<file path="src/rtl/lc3b_sequencer.sv">
// ---------------------------------------------------------------------------
// lc3b_sequencer
//
// Control sequencer for an LC-3b style multicycle datapath. It steps through
// fetch, decode and per-opcode execute states. It handles memory handshakes
// with a bounded wait, and it counts retired instructions.
//
// Ports
//   clk          in   system clock, rising edge
//   rst_n        in   asynchronous active-low reset
//   run          in   start/continue, sampled in IDLE and at instruction end
//   IR[15:0]     in   instruction register, opcode = IR[15:12]
//   N, Z, P      in   condition codes, only looked at in DECODE
//   mem_ack      in   memory completion, only looked at in memory states
//   state_id[4:0] out current state code for the datapath decoder
//   mem_req      out  memory request (FETCH, MEM_RD, MEM_WR)
//   mem_we       out  write strobe, MEM_WR only
//   instr_done   out  one-cycle retire pulse
//   retired_cnt  out  16-bit wrapping retire count
//   halted       out  high while in HALT
//   timeout_err  out  sticky memory-timeout flag
// ---------------------------------------------------------------------------
module lc3b_sequencer (
    input  logic        clk,
    input  logic        rst_n,
    input  logic        run,
    input  logic [15:0] IR,
    input  logic        N,
    input  logic        Z,
    input  logic        P,
    input  logic        mem_ack,
    output logic [4:0]  state_id,
    output logic        mem_req,
    output logic        mem_we,
    output logic        instr_done,
    output logic [15:0] retired_cnt,
    output logic        halted,
    output logic        timeout_err
);

    typedef enum logic [4:0] {
        S_IDLE     = 5'd0,
        S_FETCH    = 5'd1,
        S_DECODE   = 5'd2,
        S_ALU      = 5'd3,
        S_JMP      = 5'd4,
        S_LEA      = 5'd5,
        S_JSR_LINK = 5'd7,
        S_BR_TAKEN = 5'd9,
        S_MEM_RD   = 5'd10,
        S_LD_ADDR  = 5'd12,
        S_LD_WB    = 5'd13,
        S_TRAP_VEC = 5'd15,
        S_TRAP_JMP = 5'd16,
        S_MEM_WR   = 5'd17,
        S_ST_ADDR  = 5'd18,
        S_HALT     = 5'd31
    } state_t;

    localparam logic [7:0] WAIT_LIMIT = 8'd255;

    state_t      state_q, state_d;
    logic [7:0]  wait_q, wait_d;
    logic        mem_req_q, mem_req_d;
    logic        mem_we_q, mem_we_d;
    logic        halted_q, halted_d;
    logic        instr_done_q, instr_done_d;
    logic [15:0] retired_cnt_q, retired_cnt_d;
    logic        timeout_err_q, timeout_err_d;

    logic        instr_end;
    logic        timeout_hit;
    logic        br_taken;
    state_t      boundary_state;
    logic        unused_ir_bits;

    // Only the opcode and the BR condition mask are used by the sequencer.
    assign unused_ir_bits = ^IR[8:0];

    function automatic logic is_mem_state(input state_t s);
        return (s == S_FETCH) || (s == S_MEM_RD) || (s == S_MEM_WR);
    endfunction

    // -----------------------------------------------------------------------
    // Next-state logic
    // -----------------------------------------------------------------------
    always_comb begin
        state_d        = state_q;
        instr_end      = 1'b0;
        timeout_hit    = 1'b0;
        br_taken       = (IR[11] & N) | (IR[10] & Z) | (IR[9] & P);
        boundary_state = run ? S_FETCH : S_IDLE;

        case (state_q)
            S_IDLE: begin
                if (run) begin
                    state_d = S_FETCH;
                end
            end

            S_FETCH: begin
                // An ack in the last allowed cycle still counts as success.
                if (mem_ack) begin
                    state_d = S_DECODE;
                end else if (wait_q == WAIT_LIMIT) begin
                    state_d     = S_HALT;
                    timeout_hit = 1'b1;
                end
            end

            S_DECODE: begin
                case (IR[15:12])
                    4'b0001, 4'b0101, 4'b1001, 4'b1101: state_d = S_ALU;
                    4'b0000: begin
                        if (br_taken) begin
                            state_d = S_BR_TAKEN;
                        end else begin
                            // Untaken branch retires straight out of DECODE.
                            state_d   = boundary_state;
                            instr_end = 1'b1;
                        end
                    end
                    4'b1100:          state_d = S_JMP;
                    4'b0100:          state_d = S_JSR_LINK;
                    4'b0110, 4'b0010: state_d = S_LD_ADDR;
                    4'b0111, 4'b0011: state_d = S_ST_ADDR;
                    4'b1110:          state_d = S_LEA;
                    4'b1111:          state_d = S_TRAP_VEC;
                    default:          state_d = S_HALT;
                endcase
            end

            S_ALU, S_JMP, S_LEA, S_BR_TAKEN, S_LD_WB, S_TRAP_JMP: begin
                state_d   = boundary_state;
                instr_end = 1'b1;
            end

            S_JSR_LINK: state_d = S_JMP;
            S_LD_ADDR:  state_d = S_MEM_RD;
            S_ST_ADDR:  state_d = S_MEM_WR;
            S_TRAP_VEC: state_d = S_TRAP_JMP;

            S_MEM_RD: begin
                if (mem_ack) begin
                    state_d = S_LD_WB;
                end else if (wait_q == WAIT_LIMIT) begin
                    state_d     = S_HALT;
                    timeout_hit = 1'b1;
                end
            end

            S_MEM_WR: begin
                if (mem_ack) begin
                    state_d   = boundary_state;
                    instr_end = 1'b1;
                end else if (wait_q == WAIT_LIMIT) begin
                    state_d     = S_HALT;
                    timeout_hit = 1'b1;
                end
            end

            S_HALT: state_d = S_HALT;

            default: state_d = S_HALT;
        endcase
    end

    // -----------------------------------------------------------------------
    // Wait counter and registered outputs
    // -----------------------------------------------------------------------
    always_comb begin
        wait_d = wait_q;
        // A fresh memory access always starts counting from zero.
        if (is_mem_state(state_d) && (state_d != state_q)) begin
            wait_d = 8'd0;
        end else if (is_mem_state(state_q) && !mem_ack && !timeout_hit) begin
            wait_d = wait_q + 8'd1;
        end

        // Outputs are decoded from the next state and registered, so they
        // switch cleanly together with state_id.
        mem_req_d     = is_mem_state(state_d);
        mem_we_d      = (state_d == S_MEM_WR);
        halted_d      = (state_d == S_HALT);
        instr_done_d  = instr_end;
        retired_cnt_d = retired_cnt_q + {15'd0, instr_end};
        timeout_err_d = timeout_err_q | timeout_hit;
    end

    always_ff @(posedge clk or negedge rst_n) begin
        if (!rst_n) begin
            state_q       <= S_IDLE;
            wait_q        <= 8'd0;
            mem_req_q     <= 1'b0;
            mem_we_q      <= 1'b0;
            halted_q      <= 1'b0;
            instr_done_q  <= 1'b0;
            retired_cnt_q <= 16'd0;
            timeout_err_q <= 1'b0;
        end else begin
            state_q       <= state_d;
            wait_q        <= wait_d;
            mem_req_q     <= mem_req_d;
            mem_we_q      <= mem_we_d;
            halted_q      <= halted_d;
            instr_done_q  <= instr_done_d;
            retired_cnt_q <= retired_cnt_d;
            timeout_err_q <= timeout_err_d;
        end
    end

    assign state_id    = state_q;
    assign mem_req     = mem_req_q;
    assign mem_we      = mem_we_q;
    assign halted      = halted_q;
    assign instr_done  = instr_done_q;
    assign retired_cnt = retired_cnt_q;
    assign timeout_err = timeout_err_q;

endmodule

</file>
<file path="config.mk">
export PLATFORM = sky130hd
export DESIGN_NAME = lc3b_sequencer
export DESIGN_NICKNAME = d
export VERILOG_FILES = /design/src/rtl/lc3b_sequencer.sv
export SDC_FILE = /design/constraint.sdc
export NUM_CORES = 1
export LEC_CHECK = 0
export CORE_MARGIN = 10
export CORE_UTILIZATION = 50
export DETAILED_ROUTE_END_ITERATION = 12
export PLACE_DENSITY_LB_ADDON = 0.08
export SLEW_MARGIN = 20
export SYNTH_ARGS = -nofsm -noshare
export SYNTH_HDL_FRONTEND = slang
export SYNTH_SLANG_ARGS = --single-unit
export TNS_END_PERCENT = 20
</file>
<file path="constraint.sdc">
create_clock -name clk -period 3.02 [get_ports clk]
set_input_delay 0.604 -clock clk [delete_from_list [all_inputs] [get_ports clk]]
set_output_delay 0.604 -clock clk [all_outputs]
set_load 0.005 [all_outputs]
</file>
==> reports/metrics.cfg <==
[worst_hold_path]
hp-class=register to register
hold_depth=1

[sta]
drv_slew=0
final-hold-violation-count=0
setup_viol=0
min_period_ns=2.86
finalWorstSetupSlack_ns=0.156
worst_pin_slew_ns=0.625
min_period_over_period_pct=94.8
slew_headroom_pct=58.3
fmax_ghz=0.349
fin_skew_ns=0.0113

[grt]
overflow=0
track_usage_pct=14.5
grt_pass1_vias=1894
grt_pass1_wl_mm=9.00
grt_max_degree=35
antenna_found_initial=0

[critical_path]
cp.required_ns=3.22
worst_path_max_delay_cell=clkdlybuf4s50_1
startpoint=IR[10]
rr_worst_depth=12
critical_path_arrival_ns=3.07
regToRegSetupSlack_ns=0.22
crit_path_cell_trace=clkdlybuf4s50_1, a22oi_2, and2_1, nor4bb_2, a31oi_1, o21ai_1, ha_2, ha_1, nand3_1, nor2_2, nand3_2, nor3_2, xor2_1
critPathTopFamily=simple AND/OR/NAND/NOR gates
crit_type=input port to register
r2r_start=state_id[0]$_DFF_PN0_
cp.depth=13
crit_path_start_kind=input port
rr_endpoint=retired_cnt[12]$_DFF_PN0_
slowest_delay_ns=0.43
crit_path_end=retired_cnt[12]$_DFF_PN0_
endpoint_kind=register
cp_max_fo=4
crit_buf_inv=1

[finish]
num_antenna_cells=0
seqCellArea_um2=851
final_common_cell=clkdlybuf4s50_1
layout-drive-gt1-share_pct=21.5
final_core_util_pct=68.7
nets=318
stdcell_area_um2=2950
final_cell_mix=clkdlybuf4s50_1, dfrtp_1, buf_4
multi_input_area_um2=1270
n_fill_cell=355
syn2layout_area_growth_pct=34.5

[synthesis]
syn_area_um2=2190
yosysWarnings=0
syn_nets=256
ys_seq_area_share_pct=38.8
ys.flop_type=dfrtp_1
ys_ff_latch=34
synth.avg_cell_area_um2=9.53
async_reset_ff_share_pct=100
netlist_instances=230
synth_edf_count=0
yosysUniqueCellTypes=61

[drt]
met3WireLength_um=302
routed.top_layer=met4
dr.first_iter.drc_count=123
wl_met1_mm=2.36
drc=0
antenna_left=0
vias=1940
drt_pass1_iterations=4
wl_mm=5.30
via_per_inst=5.62
wl_met2_mm=2.63
post_drt_wl_per_cell_um=15.4

[clock_tree]
clk_pin_slew_worst_paths_ns=0.08
postCtsResizedCells=0
cts_hold_buf=0
htreeDepth=2
cts_inserted_buffers=5
insertion_delay_ns=0.29
cts_tree=done
cts_buffer_depth=2
clock_sinks=34
cts-root-buf=clkbuf_8
cts_setup_buffers=0

[job]
cap_viol_max_count=0

[power]
power.density_nw_per_um2=406
p_leak_nw=1.26
vdd_ir_drop_max_uv=409

[floorplanning]
start_util_pct=51.0
core_area_um2=4290
ioPinCount=49
die_y_um=86.2
die_w_um=86.2
rows=24
dieArea_um2=7430

[placed_design]
portBuffers=39
dp_hpwl_mm=3.83
gp_congestion=0.850
place_area_um2=2780
pre_cts_ws_ns=-0.248

[run_status]
outcome=finished, final reports clean

==> kinds of logic (layout without fill, tap and decap cells) <==
family,after synthesis,after routing,synth area share (%)
AND/OR/NAND/NOR,96,96,25.1
XOR/XNOR,25,25,9.99
adder cells (fa/ha/maj),3,3,1.71
buffers and inverters,19,82,4.45
AO/OA/AOI/OAI,50,50,18.6
multiplexers,3,3,1.37
flip-flops,34,34,38.8
==> report_power, final <==
group          internal (mW)  switching (mW)  leakage (nW)
combinational         0.0987          0.0582         0.764
clock                  0.331           0.180        0.0683
sequential             0.492          0.0394         0.429
==> state kept, by name (all words and copies together) (netlist names) <==
signal       flops
mem_req          1
halted           1
instr_done       1
timeout_err      1
wait_q           8
retired_cnt     16
mem_we           1
state_id         5
==> final cells by class <==
cell class	count	share of cell area, %
clock buffers	5	2.33
well taps	52	2.21
multi-input cells	177	43.1
repair buffers	66	20.1
clock inverters	3	2.33
inverters	8	1.02
flip-flops and latches	34	28.9
==> through the flow <==
step / hold WS [ns] / cells / setup TNS [ns] / total power, mW
floorplan: 0.308 / 230 / 0 / 0.578
global placement: 0.456 / 337 / -0.657 / 0.688
detailed placement: 0.461 / 337 / -0.854 / 0.697
CTS: 0.482 / 345 / 0 / 1.21
global route: 0.500 / 345 / -0.0170 / 1.24
finish: 0.476 / 345 / 0 / 1.20
==> routing by layer <==
metal | global-route usage [%] | vias up
li1 | - | 953
met5 | 0 | -
met1 | 17.8 | 940
met2 | 25.1 | 43
met4 | 2.36 | 0
met3 | 3.94 | 4
==> cell usage after synthesis, drive strengths merged, types with 2 or more instances <==
cell     number  share of area, %
or4bb         2               1.0
dfrtp        34                39
nand4         5               1.4
and3          4               1.1
or4b          2               1.1
nand2        15               2.7
nand2b        3              0.86
a21oi         7               1.9
nor4bb        3               1.4
xor2         11               4.4
mux2i         3               1.4
nor3          7               1.8
xnor2        14               5.6
o22ai         2              0.57
clkbuf        3              0.51
ha            3               1.7
o21ai        13               3.1
or2           4               1.1
buf           8               2.6
a211o         2              0.80
o221ai        2              0.80
or3b          3               1.2
a22oi         3               1.0
nor2         24               4.1
a211oi        2               1.3
a221oi        2               1.1
o211ai        2              0.91
inv           8               1.4
nand3        10               2.3
and2          5               1.4
a2111oi       2               1.9
a31oi         4               1.1
nor4b         3               1.5
==> worst min-delay path by stage <==
stage	startpoint	to	slack, ns
5_1_grt	timeout_err$_DFF_PN0_	timeout_err$_DFF_PN0_	0.50
2_1_floorplan	rst_n	halted$_DFF_PN0_	0.31
3_5_place_dp	timeout_err$_DFF_PN0_	timeout_err$_DFF_PN0_	0.46
6_report	timeout_err$_DFF_PN0_	timeout_err$_DFF_PN0_	0.48
3_3_place_gp	timeout_err$_DFF_PN0_	timeout_err$_DFF_PN0_	0.46
4_1_cts	timeout_err$_DFF_PN0_	timeout_err$_DFF_PN0_	0.48
No activity file was read; power rests on OpenSTA's default activity.
